===== src/rtl/vehicle_dynamics_v2.sv =====
// Vehicle speed integrator with automatic gearbox, cruise control, registered RPM
// and once-per-second odometer/fuel/temperature bookkeeping.
module vehicle_dynamics_v2 #(
  parameter int unsigned SPEED_W     = 8,
  parameter int unsigned MAX_SPEED   = 250,
  parameter int unsigned REV_LIMIT   = 50,
  parameter int unsigned DEADZONE    = 10,
  parameter int unsigned HARD_DEC    = 8,
  parameter int unsigned NORM_DEC    = 3,
  parameter int unsigned ESS_SPEED   = 50,
  parameter int unsigned CRUISE_MIN  = 30,
  parameter int unsigned SHIFT_HOLD  = 4,
  parameter int unsigned IDLE_RPM    = 800,
  parameter int unsigned RPM_MAX     = 8000,
  parameter int unsigned FUEL_PERIOD = 3,
  parameter int unsigned ODO_PERIOD  = 10,
  parameter int unsigned TEMP_MAX    = 200
) (
  input  logic               clk,
  input  logic               rst,
  input  logic               engine_on,
  input  logic               tick_1sec,
  input  logic               tick_speed,
  input  logic [3:0]         current_gear,
  input  logic [7:0]         adc_accel,
  input  logic               is_brake_normal,
  input  logic               is_brake_hard,
  input  logic               cruise_set,
  input  logic               cruise_cancel,
  output logic [SPEED_W-1:0] speed,
  output logic [13:0]        rpm,
  output logic [2:0]         engaged_gear,
  output logic               shift_pulse,
  output logic               cruise_active,
  output logic [SPEED_W-1:0] cruise_target,
  output logic [7:0]         fuel,
  output logic               fuel_empty,
  output logic [7:0]         temp,
  output logic [31:0]        odometer_raw,
  output logic               ess_trigger
);
  localparam int unsigned SW2 = SPEED_W + 2;
  localparam logic [3:0] SEL_R = 4'd6;
  localparam logic [3:0] SEL_D = 4'd12;
  localparam logic [2:0] GEAR_NONE = 3'd0;
  localparam logic [2:0] GEAR_1    = 3'd1;
  localparam logic [SPEED_W-1:0] SPD_ONE = SPEED_W'(1);

  logic [SPEED_W-1:0] speed_q, speed_d, ctgt_q, ctgt_d;
  logic [13:0]        rpm_q, rpm_d, rpm_next;
  logic [2:0]         gear_q, gear_d;
  logic [3:0]         hold_q, hold_d;
  logic               was_d_q, was_d_d, shift_q, shift_d, cact_q, cact_d, ess_q, ess_d;
  logic [7:0]         fuel_q, fuel_d, temp_q, temp_d;
  logic [7:0]         fuel_tmr_q, fuel_tmr_d, odo_cnt_q, odo_cnt_d;
  logic [31:0]        odo_q, odo_d;

  logic               is_d, is_r, up_ok, dn_ok;
  logic [7:0]         eacc;
  logic [SW2-1:0]     power, resist;
  logic [31:0]        spd32, ceil32, up_thr, dn_thr, rpm_base, rpm_low, rpm_slope, rpm_calc;

  assign is_d   = (current_gear == SEL_D);
  assign is_r   = (current_gear == SEL_R);
  assign eacc   = (adc_accel > 8'(DEADZONE) && fuel_q != 8'd0) ? adc_accel : 8'd0;
  assign spd32  = 32'(speed_q);
  assign ceil32 = is_r ? REV_LIMIT : MAX_SPEED;
  assign power  = is_d ? SW2'(eacc) : (is_r ? SW2'(eacc >> 1) : '0);
  assign resist = SW2'(speed_q >> 2) + SW2'(2);

  // Per-gear shift thresholds and RPM curve (base, low, slope).
  always_comb begin
    up_ok = 1'b0; dn_ok = 1'b0; up_thr = '0; dn_thr = '0;
    rpm_base = IDLE_RPM; rpm_low = '0; rpm_slope = '0;
    case (gear_q)
      3'd1: begin up_ok = 1'b1; up_thr = 30; rpm_base = 800; rpm_slope = 90; end
      3'd2: begin up_ok = 1'b1; up_thr = 60; dn_ok = 1'b1; dn_thr = 25;
                  rpm_base = 1500; rpm_low = 30; rpm_slope = 70; end
      3'd3: begin up_ok = 1'b1; up_thr = 90; dn_ok = 1'b1; dn_thr = 55;
                  rpm_base = 1500; rpm_low = 60; rpm_slope = 50; end
      3'd4: begin up_ok = 1'b1; up_thr = 130; dn_ok = 1'b1; dn_thr = 85;
                  rpm_base = 1600; rpm_low = 90; rpm_slope = 40; end
      3'd5: begin up_ok = 1'b1; up_thr = 180; dn_ok = 1'b1; dn_thr = 125;
                  rpm_base = 1700; rpm_low = 130; rpm_slope = 30; end
      3'd6: begin dn_ok = 1'b1; dn_thr = 175;
                  rpm_base = 1800; rpm_low = 180; rpm_slope = 20; end
      default: ;
    endcase
  end

  always_comb begin
    if (gear_q == GEAR_NONE) rpm_calc = IDLE_RPM + 32'(eacc) * 32'd20;
    else rpm_calc = rpm_base + ((spd32 > rpm_low) ? (spd32 - rpm_low) : 32'd0) * rpm_slope;
    rpm_next = (rpm_calc > RPM_MAX) ? 14'(RPM_MAX) : rpm_calc[13:0];
  end

  always_comb begin
    speed_d = speed_q; rpm_d = rpm_q; gear_d = gear_q; hold_d = hold_q; was_d_d = was_d_q;
    shift_d = 1'b0; cact_d = cact_q; ctgt_d = ctgt_q; ess_d = ess_q;
    fuel_d = fuel_q; temp_d = temp_q; fuel_tmr_d = fuel_tmr_q; odo_cnt_d = odo_cnt_q; odo_d = odo_q;
    if (!engine_on) begin
      speed_d = '0; rpm_d = '0; gear_d = GEAR_NONE; hold_d = '0; was_d_d = 1'b0;
      cact_d = 1'b0; ctgt_d = '0; ess_d = 1'b0;
    end else begin
      rpm_d = rpm_next;
      if (tick_speed) begin
        if (is_brake_hard) begin
          ess_d   = (spd32 > ESS_SPEED);
          speed_d = (spd32 > HARD_DEC) ? speed_q - SPEED_W'(HARD_DEC) : '0;
        end else begin
          ess_d = 1'b0;
          if (is_brake_normal)
            speed_d = (spd32 > NORM_DEC) ? speed_q - SPEED_W'(NORM_DEC) : '0;
          else if (cact_q && eacc == 8'd0) begin
            if (speed_q < ctgt_q) speed_d = speed_q + SPD_ONE;
            else if (speed_q > ctgt_q) speed_d = speed_q - SPD_ONE;
          end else if (power > resist) begin
            if (spd32 < ceil32) speed_d = speed_q + SPD_ONE;
          end else if (power < resist && speed_q != '0)
            speed_d = speed_q - SPD_ONE;
        end
        // Gearbox: shifts only after the selector has been seen in D on a prior tick.
        was_d_d = is_d;
        if (is_r) begin
          gear_d = GEAR_1; hold_d = '0;
        end else if (!is_d) begin
          gear_d = GEAR_NONE; hold_d = '0;
        end else if (!was_d_q) begin
          gear_d = GEAR_1; hold_d = '0;
        end else if (hold_q != 4'd0) begin
          hold_d = hold_q - 4'd1;
        end else if (up_ok && spd32 >= up_thr) begin
          gear_d = gear_q + 3'd1; hold_d = 4'(SHIFT_HOLD); shift_d = 1'b1;
        end else if (dn_ok && spd32 < dn_thr) begin
          gear_d = gear_q - 3'd1; hold_d = 4'(SHIFT_HOLD); shift_d = 1'b1;
        end
      end
      if (cruise_cancel || is_brake_normal || is_brake_hard || !is_d) cact_d = 1'b0;
      else if (cruise_set && spd32 >= CRUISE_MIN) begin
        cact_d = 1'b1; ctgt_d = speed_q;
      end
      if (tick_1sec) begin
        if (32'(odo_cnt_q) == ODO_PERIOD - 1) begin
          odo_cnt_d = '0; odo_d = odo_q + 32'(speed_q);
        end else odo_cnt_d = odo_cnt_q + 8'd1;
        if (speed_q != '0 || 32'(rpm_q) > 32'd1000) begin
          if (32'(fuel_tmr_q) == FUEL_PERIOD - 1) begin
            fuel_tmr_d = '0;
            if (fuel_q != 8'd0) fuel_d = fuel_q - 8'd1;
          end else fuel_tmr_d = fuel_tmr_q + 8'd1;
        end
        if (32'(rpm_q) > 32'd3000)
          temp_d = (32'(temp_q) + 32'd2 > TEMP_MAX) ? 8'(TEMP_MAX) : temp_q + 8'd2;
        else if (temp_q > 8'd40) temp_d = temp_q - 8'd1;
      end
    end
  end

  always_ff @(posedge clk) begin
    if (rst) begin
      speed_q <= '0; rpm_q <= '0; gear_q <= GEAR_NONE; hold_q <= '0; was_d_q <= 1'b0;
      shift_q <= 1'b0; cact_q <= 1'b0; ctgt_q <= '0; ess_q <= 1'b0;
      fuel_q <= 8'd100; temp_q <= 8'd40; fuel_tmr_q <= '0; odo_cnt_q <= '0; odo_q <= '0;
    end else begin
      speed_q <= speed_d; rpm_q <= rpm_d; gear_q <= gear_d; hold_q <= hold_d; was_d_q <= was_d_d;
      shift_q <= shift_d; cact_q <= cact_d; ctgt_q <= ctgt_d; ess_q <= ess_d;
      fuel_q <= fuel_d; temp_q <= temp_d; fuel_tmr_q <= fuel_tmr_d; odo_cnt_q <= odo_cnt_d;
      odo_q <= odo_d;
    end
  end

  assign speed         = speed_q;
  assign rpm           = rpm_q;
  assign engaged_gear  = gear_q;
  assign shift_pulse   = shift_q;
  assign cruise_active = cact_q;
  assign cruise_target = ctgt_q;
  assign fuel          = fuel_q;
  assign fuel_empty    = (fuel_q == 8'd0);
  assign temp          = temp_q;
  assign odometer_raw  = odo_q;
  assign ess_trigger   = ess_q;
endmodule


===== config.mk =====
export PLATFORM = sky130hd
export DESIGN_NAME = vehicle_dynamics_v2
export DESIGN_NICKNAME = d
export VERILOG_FILES = /design/src/rtl/vehicle_dynamics_v2.sv
export SDC_FILE = /design/constraint.sdc
export NUM_CORES = 1
export LEC_CHECK = 0
export ABC_CLOCK_PERIOD_IN_PS = 8750
export CORE_MARGIN = 4
export CORE_UTILIZATION = 50
export CTS_BUF_LIST = sky130_fd_sc_hd__clkbuf_4 sky130_fd_sc_hd__clkbuf_8
export DETAILED_ROUTE_END_ITERATION = 7
export HOLD_SLACK_MARGIN = 0.12
export PLACE_DENSITY_LB_ADDON = 0.12
export SLEW_MARGIN = 20
export SYNTH_ARGS = -nofsm -noshare
export SYNTH_HDL_FRONTEND = slang
export SYNTH_SLANG_ARGS = --single-unit

===== constraint.sdc =====
create_clock -name clk -period 8.75 [get_ports clk]
set_input_delay 1.75 -clock clk [delete_from_list [all_inputs] [get_ports clk]]
set_output_delay 1.75 -clock clk [all_outputs]
set_load 0.02 [all_outputs]

Yosys cells after proc, flatten, opt, wreduce, memory -nomap -nowiden
Cells that the tools add are included.
Word-level totals
  register bits after elaboration: 105
  input port bits: 21
Cells by class
  add/subtract/negate cells: 18
  multipliers: 2
  order comparisons: 18
  equality and inequality tests: 15
  muxes and demuxes: 44
  bitwise logic cells: 5
  reduce and logical (&&, ||, !) cells: 35
Operator list (count)
  $mux 8: 18
  $pmux 8 s5: 3
  $mux 32: 2
  $pmux 11 s4: 1
  $pmux 7 s6: 1
  $add 32x32->32: 1
  $add 32x8->32: 1
  $ge 8x32->1: 1
  $gt 32x13->1 const B: 1
  $gt 8x32->1: 1
  $lt 8x32->1: 1
  $mul 32x32->32: 1
  $sub 8x32->32: 1
  $add 8x1->8 const B: 3
  $mux 4: 6
  $sub 8x1->8 const B: 3
  $mux 3: 6
  $gt 8x4->1 const B: 2
  $gt 8x6->1 const B: 2
  $logic_not 8->1: 2
  $lt 8x8->1: 2
  $reduce_bool 8->1: 2
  $add 10x13->14 const A: 1
  $gt 14x10->1 const B: 1
  47 further kinds: 74

Depth between registers and ports, before layout
Gate-level depths: netlist (run 1).
  depth after elaboration: 12
  gate-level depth with buffers: 36
  mapped depth without buffers: 35

Worst setup path before layout (run 1)
OpenSTA, ideal clock, no wires.
  path type: reg2reg
  start: register gear_q[0] (netlist: engaged_gear[0])
  end: register rpm_q[11] (netlist: rpm[11])
  arrival: 8.144 ns
  data required time: 8.614 ns
  path slack: 0.470 ns
  cell stages (with the launch flop): 31
  period minus slack after synthesis: 8.280 ns
  path through: dfxtp_1 -> inv_1 -> ha_1 -> clkbuf_1 -> nor2b_1 -> or2_2 -> a21oi_1 -> ha_1 -> a21oi_1 -> o21ai_0 -> a221oi_1 -> nor2_1 -> clkbuf_1 -> nand2_1 -> nor2_1 -> fa_1 -> fa_1 -> fa_1 -> inv_1 -> fa_1 -> inv_1 -> ha_1 -> a21oi_1 -> o21ai_0 -> a21o_1 -> o31ai_1 -> mux2i_1 -> or4_1 -> nor4_4 -> and3_1 -> a31oi_1
On the way
  cells in the longest elaborated chain, start to end: 9
  elaborated cells between the ends (all ways): 19
  those cells by class: add/sub: 2; mul: 1; order compare: 2; eq/ne: 6; mux: 6; reduce/logical: 2
RTL lines
  start: declaration: RTL line 51  | logic [2:0] gear_q, gear_d;
  start signal: assignment: RTL line 165  | speed_q <= speed_d; rpm_q <= rpm_d; gear_q <= gear_d; hold_q <= hold_d; was_d_q <= was_d_d;
  $eq 3x3->1 / $eq 3x2->1 (equally long branches): RTL line 75  | case (gear_q)
  $pmux 8 s5: RTL line 75
  $sub 8x32->32 / $gt 8x32->1 (equally long branches): RTL line 93  | else rpm_calc = rpm_base + ((spd32 > rpm_low) ? (spd32 - rpm_low) : 32'd0) * rpm_slope;
  $mux 32: RTL line 93
  $mul 32x32->32: RTL line 93
  $add 32x32->32: RTL line 93
  $mux 32 (*): RTL line 92  | if (gear_q == GEAR_NONE) rpm_calc = IDLE_RPM + 32'(eacc) * 32'd20;
  $gt 32x13->1: RTL line 94  | rpm_next = (rpm_calc > RPM_MAX) ? 14'(RPM_MAX) : rpm_calc[13:0];
  $mux 13 (*): RTL line 94
  end signal: assignment: RTL line 165
  end: declaration: RTL line 50  | logic [13:0] rpm_q, rpm_d, rpm_next;
Every way passes the cells marked *; elsewhere a longest branch is shown, timed or not.
A chain may end at the register's enable or synchronous reset.

Worst setup path after layout (run 1)
  start: register gear_q[0] (netlist: engaged_gear[0])
  end: register rpm_q[12] (netlist: rpm[12])
The elaborated chain is that of the path after synthesis.

==> flow_metrics.env, run 1 <==
export IMPL_timing_fmax_ghz=0.121
export IMPL_critPathMaxFanout=7
export IMPL_criticalPathCategory="flop to flop"
export IMPL_wire_per_inst_um=16.3
export IMPL_wirelength_um=32200
export IMPL_cts_tree="yes"
export IMPL_syn_avg_cell_area_um2=7.86
export IMPL_min_period_ps=8290
export IMPL_place_ws_ps=223
export IMPL_crit_slowest_cell="fa_1"
export IMPL_clkTransAtPathRegs_ps=120
export IMPL_die_height_um=163
export IMPL_final_common_cell="nor2_1"
export IMPL_synthArstFlopShare=0
export IMPL_dieWidth_um=163
export IMPL_synth_seq_cells=104
export IMPL_drv_slew=0
export IMPL_fin_crit_sh=0.947
export IMPL_setup_viol=0
export IMPL_min_path_type="flop to flop"
export IMPL_fin_tns_setup_ps=0
export IMPL_placed_area_um2=13600
export IMPL_syn_to_final_growth_pct=14.7
export IMPL_vdd_ir_drop_worst_mv=0.104
export IMPL_place_hpwl_um=25700
export IMPL_status="finished clean"
export IMPL_cellPowerDensity_nw_per_um2=116
export IMPL_r2r_end="rpm[12]"
export IMPL_start_util=0.511
export IMPL_reg2reg_depth=31
export IMPL_p_switching_uw=698
export IMPL_gp_congestion=0.937
export IMPL_cts_buffers=9
export IMPL_leakage_nw=6.00
export IMPL_nFillCells=2265
export IMPL_antennaDiodeCount=0
export IMPL_end_kind="flop"
export IMPL_required_ps=8990
export IMPL_cts_root_buf="clkbuf_8"
export IMPL_final_hold_viol_count=0
export IMPL_synth_top_family_by_area="adder cells"
export IMPL_cts_sinks=104
export IMPL_synth_xor_area_frac=0.0464
export IMPL_antenna_found_initial=0
export IMPL_cpPeakStageDelay_ps=540
export IMPL_postSynthCellCount=1536
export IMPL_p_clk_frac=0.198
export IMPL_drive_gt1_frac=0.0492
export IMPL_ant_nets=0
export IMPL_slew_headroom=0.250
export IMPL_fin_worst_skew_ps=24.3
export IMPL_hold_depth=2
export IMPL_fin_util=0.586
export IMPL_critical_path_arrival_ps=8520
export IMPL_drt_vias_per_instance=5.65
export IMPL_rsz0062_at_grt="no"
export IMPL_final_cell_mix="189 x nor2_1, 169 x inv_1, 135 x ha_1"
export IMPL_vias=11100
export IMPL_maxCapViolCount=0
export IMPL_crit_top_cell="fa_1"
export IMPL_synth_distinct_cells=82
export IMPL_layout_nets=1883
export IMPL_synth_fa_ha_area_frac=0.277
export IMPL_switching_share=0.436
export IMPL_synth_compound_area_share=0.197
export IMPL_rows=56
export IMPL_pin_count=106
export IMPL_critical_path_endpoint="rpm[12]"
export IMPL_overflow=0
export IMPL_synthMuxAreaShare=0.0211
export IMPL_power_frac_comb=0.490
export IMPL_p_int_uw=904
export IMPL_first_global_vias=10700
export IMPL_htreeDepth=3
export IMPL_critPathLaunch="engaged_gear[0]"
export IMPL_drc=0
export IMPL_core_um2=23600
export IMPL_stdcell_area_um2=13800
export IMPL_synth_edff_count=0
export IMPL_cp_start_kind="flop"
export IMPL_io_buffers=104
export IMPL_synthSimpleGateAreaFrac=0.214
export IMPL_grt_pass1_wl_um=53500
export IMPL_drtIter0Drc=963
export IMPL_reg2reg_from="engaged_gear[0]"
export IMPL_dieArea_um2=26700
export IMPL_r2r_setup_slack_ps=460
export IMPL_first_pass_iters=5
export IMPL_track_usage=0.243
export IMPL_hold_ws_ps=468
export IMPL_grt_max_degree=49
export IMPL_seqPwrFrac=0.311
export IMPL_clk_path_buf_depth=2
export IMPL_synth_area_um2=12100
export IMPL_clk_latency_ps=400
export IMPL_yosysWarnings=0
export IMPL_timing_final_ws_setup_ps=463
export IMPL_seq_area_frac_synth=0.172
export IMPL_ys_dominant_reg_cell="dfxtp_1"
export IMPL_worstMarginPinSlew_ps=1120
==> routing by layer <==
| layer | global-route usage | routed length (um) |
|---|---|---|
| met5 | 0 | 0 |
| met4 | 0.0595 | 591 |
| met3 | 0.0376 | 1800 |
| met2 | 0.409 | 15400 |
| met1 | 0.328 | 14400 |
==> through the flow <==
stage,power (mW),std cells
2_1_floorplan,1.07,1564
3_3_place_gp,1.27,1950
3_5_place_dp,1.27,1950
4_1_cts,1.60,1966
5_1_grt,1.73,1967
6_report,1.60,1967
==> cell type report <==
cell class	instances	area [um2]	area share
tap	319	399	0.0288
sequential	104	2080	0.151
inverter	170	638	0.0461
multi-input combinational	1233	9310	0.673
clock buffer	9	124	0.00895
timing repair buffer	125	1200	0.0866
clock inverter	7	86.3	0.00624
==> power by group through the flow <==
stage	combinational (mW)	sequential [mW]	clock [mW]
after floorplan	0.555	0.518	0
after global placement	0.756	0.510	0
after detailed placement	0.762	0.509	0
after CTS	0.769	0.499	0.329
after global routing	0.881	0.501	0.348
final	0.785	0.498	0.318
==> logic make-up after synthesis <==
kind of cell,count (synthesis)
xor gates and xnor gates,64
AOI/OAI and AO/OA,352
muxes,25
DFF,104
adders and majority gates,219
other,2
and+or+nand+nor,543
buffers and inverters,227
==> how the worst min path moves through the flow <==
stage	slack, ps	from	end
after floorplan	450	hold_q[3]	hold_q[3]
after global placement	450	ess_trigger	ess_trigger
after detailed placement	450	ess_trigger	ess_trigger
after CTS	470	ess_trigger	ess_trigger
after global routing	500	ess_trigger	ess_trigger
final	470	ess_trigger	ess_trigger
==> critical path, delay by kind of cell, from the launching register on <==
kind	cells	cell delay [ps]
simple gates	9	2290
buf+inv	4	280
flops	1	430
fa+ha+maj	9	3540
compound gates	9	1560
==> synth_stat cells (all sizes together) (15+ instances only) <==
library cell	number	area (um2)
nand3	51	255
ha	138	1730
o21ai	66	330
fa	81	1620
nor2	191	717
nor2b	19	119
a21o	30	225
nand4	15	93.8
dfxtp	104	2080
a211oi	28	215
and3	20	125
mux2i	21	210
inv	170	638
xor2	19	166
xnor2	45	394
a21oi	86	445
nor3	30	150
nand2	131	492
clkbuf	53	199
a31oi	18	113
==> registers in the layout (all words and copies together), names as in the netlist <==
register and cells:
odo_cnt_q 8, temp 8, hold_q 4, cruise_target 8, shift_pulse 1, was_d_q 1, fuel 8, engaged_gear 3
cruise_active 1, speed 8, ess_trigger 1, odometer_raw 32, fuel_tmr_q 8, rpm 13
==> repair_timing <==
item	4_1_cts	5_1_grt
gates resized for setup	0	16
buffers inserted	0	1
hold buffers	0	0
endpoints found under the hold margin	0	0
endpoints found under the setup margin	0	12
Power figures use the tool's default switching activity.
==> run 2: changes to the inputs <==
--- a/config.mk
+++ b/config.mk
@@ -7,8 +7,9 @@
 export LEC_CHECK = 0
 export ABC_CLOCK_PERIOD_IN_PS = 8750
 export CORE_MARGIN = 4
-export CORE_UTILIZATION = 50
+export CORE_UTILIZATION = 61
 export CTS_BUF_LIST = sky130_fd_sc_hd__clkbuf_4 sky130_fd_sc_hd__clkbuf_8
+export CTS_CLUSTER_SIZE = 25
 export DETAILED_ROUTE_END_ITERATION = 7
 export HOLD_SLACK_MARGIN = 0.12
 export PLACE_DENSITY_LB_ADDON = 0.12
==> flow_metrics.env, run 2 (synthesized netlist as in run 1, its figures left out) <==
export IMPL_status="finished clean"
export IMPL_first_pass_iters=5
export IMPL_grt_max_degree=49
export IMPL_criticalPathCategory="flop to flop"
export IMPL_cellPowerDensity_nw_per_um2=115
export IMPL_maxCapViolCount=0
export IMPL_crit_family="adder cells"
export IMPL_reg2reg_from="engaged_gear[0]"
export IMPL_dieArea_um2=22100
export IMPL_cp_num_buf_inv=8
export IMPL_min_path_type="flop to flop"
export IMPL_final_hold_viol_count=0
export IMPL_start_util=0.620
export IMPL_largest_reg_flops=32
export IMPL_die_height_um=149
export IMPL_drv_slew=0
export IMPL_r2r_setup_slack_ps=410
export IMPL_r2r_end="rpm[5]"
export IMPL_drc=0
export IMPL_required_ps=9010
export IMPL_timing_fmax_ghz=0.120
export IMPL_hold_ws_ps=466
export IMPL_wirelength_um=31800
export IMPL_clkTransAtPathRegs_ps=110
export IMPL_fin_worst_skew_ps=16.0
export IMPL_fin_tns_setup_ps=0
export IMPL_pin_count=106
export IMPL_first_global_vias=10800
export IMPL_clk_latency_ps=390
export IMPL_critical_path_endpoint="rpm[5]"
export IMPL_worstMarginPinSlew_ps=1060
export IMPL_grt_pass1_wl_um=52300
export IMPL_path_depth=35
export IMPL_crit_slowest_cell="fa_1"
export IMPL_io_buffers=104
export IMPL_final_cell_mix="189 x nor2_1, 169 x inv_1, 135 x ha_1"
export IMPL_end_kind="flop"
export IMPL_cts_sinks=104
export IMPL_vdd_ir_drop_worst_mv=0.0983
export IMPL_core_um2=19500
export IMPL_critPathLaunch="engaged_gear[0]"
export IMPL_ant_nets=0
export IMPL_rsz0062_at_grt="no"
export IMPL_htreeDepth=3
export IMPL_place_hpwl_um=25300
export IMPL_dieWidth_um=149
export IMPL_cpPeakStageDelay_ps=530
export IMPL_slew_headroom=0.284
export IMPL_final_common_cell="nor2_1"
export IMPL_overflow=0
export IMPL_drtIter0Drc=774
export IMPL_drt_vias_per_instance=5.90
export IMPL_antenna_found_initial=1
export IMPL_leakage_nw=5.99
export IMPL_drive_gt1_frac=0.0485
export IMPL_cp_start_kind="flop"
export IMPL_critical_path_arrival_ps=8600
export IMPL_setup_viol=0
export IMPL_cts_tree="yes"
export IMPL_min_period_ps=8340
export IMPL_fin_crit_sh=0.953
export IMPL_cts_root_buf="clkbuf_8"
export IMPL_cts_buffers=9
export IMPL_track_usage=0.286
export IMPL_rows=51
export IMPL_critPathMaxFanout=10
export IMPL_gp_congestion=0.961
export IMPL_syn_to_final_growth_pct=13.8
export IMPL_layout_nets=1884
export IMPL_vias=11300
export IMPL_wire_per_inst_um=16.6
export IMPL_crit_top_cell="inv_1"
export IMPL_reg2reg_depth=35
export IMPL_clk_path_buf_depth=2
-- run 2: area by class of cell --
cell class,count,area [um2]
Clock inverter,2,13.8
Inverter,170,638
Multi-Input combinational cell,1233,9300
Tap cell,265,332
Clock buffer,13,166
Fill cell,1628,5720
Timing Repair Buffer,126,1210
Sequential cell,104,2080
Antenna cell,1,2.50
-- run 2: through the flow --
| step | utilization | cell area [um2] | std cells | power, mW | worst slack, ps |
|---|---|---|---|---|---|
| 6_report | 0.706 | 13700 | 1914 | 1.59 | 415 |
| 5_1_grt | 0.706 | 13700 | 1914 | 1.70 | 3.41 |
| 4_1_cts | 0.702 | 13700 | 1910 | 1.56 | 47.4 |
| 3_5_place_dp | 0.693 | 13500 | 1895 | 1.26 | 101 |
| 3_3_place_gp | 0.693 | 13500 | 1895 | 1.26 | 358 |
| 2_1_floorplan | - | 12200 | 1564 | 1.07 | 470 |
-- run 2: power by group --
part | internal (mW) | switching (mW)
combinational | 0.307 | 0.481
clock | 0.125 | 0.175
sequential | 0.485 | 0.0134
total | 0.917 | 0.669
-- run 2: tightest hold or removal path: cells and delay by family (launching register included) --
kind            cells  cell delay, ps
simple gates        1              50
compound gates      1              50
flops               1             320
-- run 2: what timing repair did --
action	4_1_cts	5_1_grt
setup buffers	0	3
resized for setup	0	15
hold endpoints to repair	0	0
hold buffers	0	0
setup endpoints to repair	0	12
-- run 2: layer usage --
metal  GRT usage  wire length [um]  vias to the layer above
met1       0.383             13900                     5348
met3      0.0439              2010                       60
met5           0                 0                        -
li1            -                 -                     5534
met2       0.470             15100                      352
met4       0.102               884                        0
-- run 2: worst min-delay path by stage --
stage / start / cells after the start / slack (ps) / endpoint
after floorplan: hold_q[3] / 2 / 450 / hold_q[3]
after global placement: ess_trigger / 2 / 440 / ess_trigger
after detailed placement: ess_trigger / 2 / 450 / ess_trigger
after CTS: ess_trigger / 2 / 460 / ess_trigger
after global routing: ess_trigger / 2 / 480 / ess_trigger
final: ess_trigger / 2 / 470 / ess_trigger
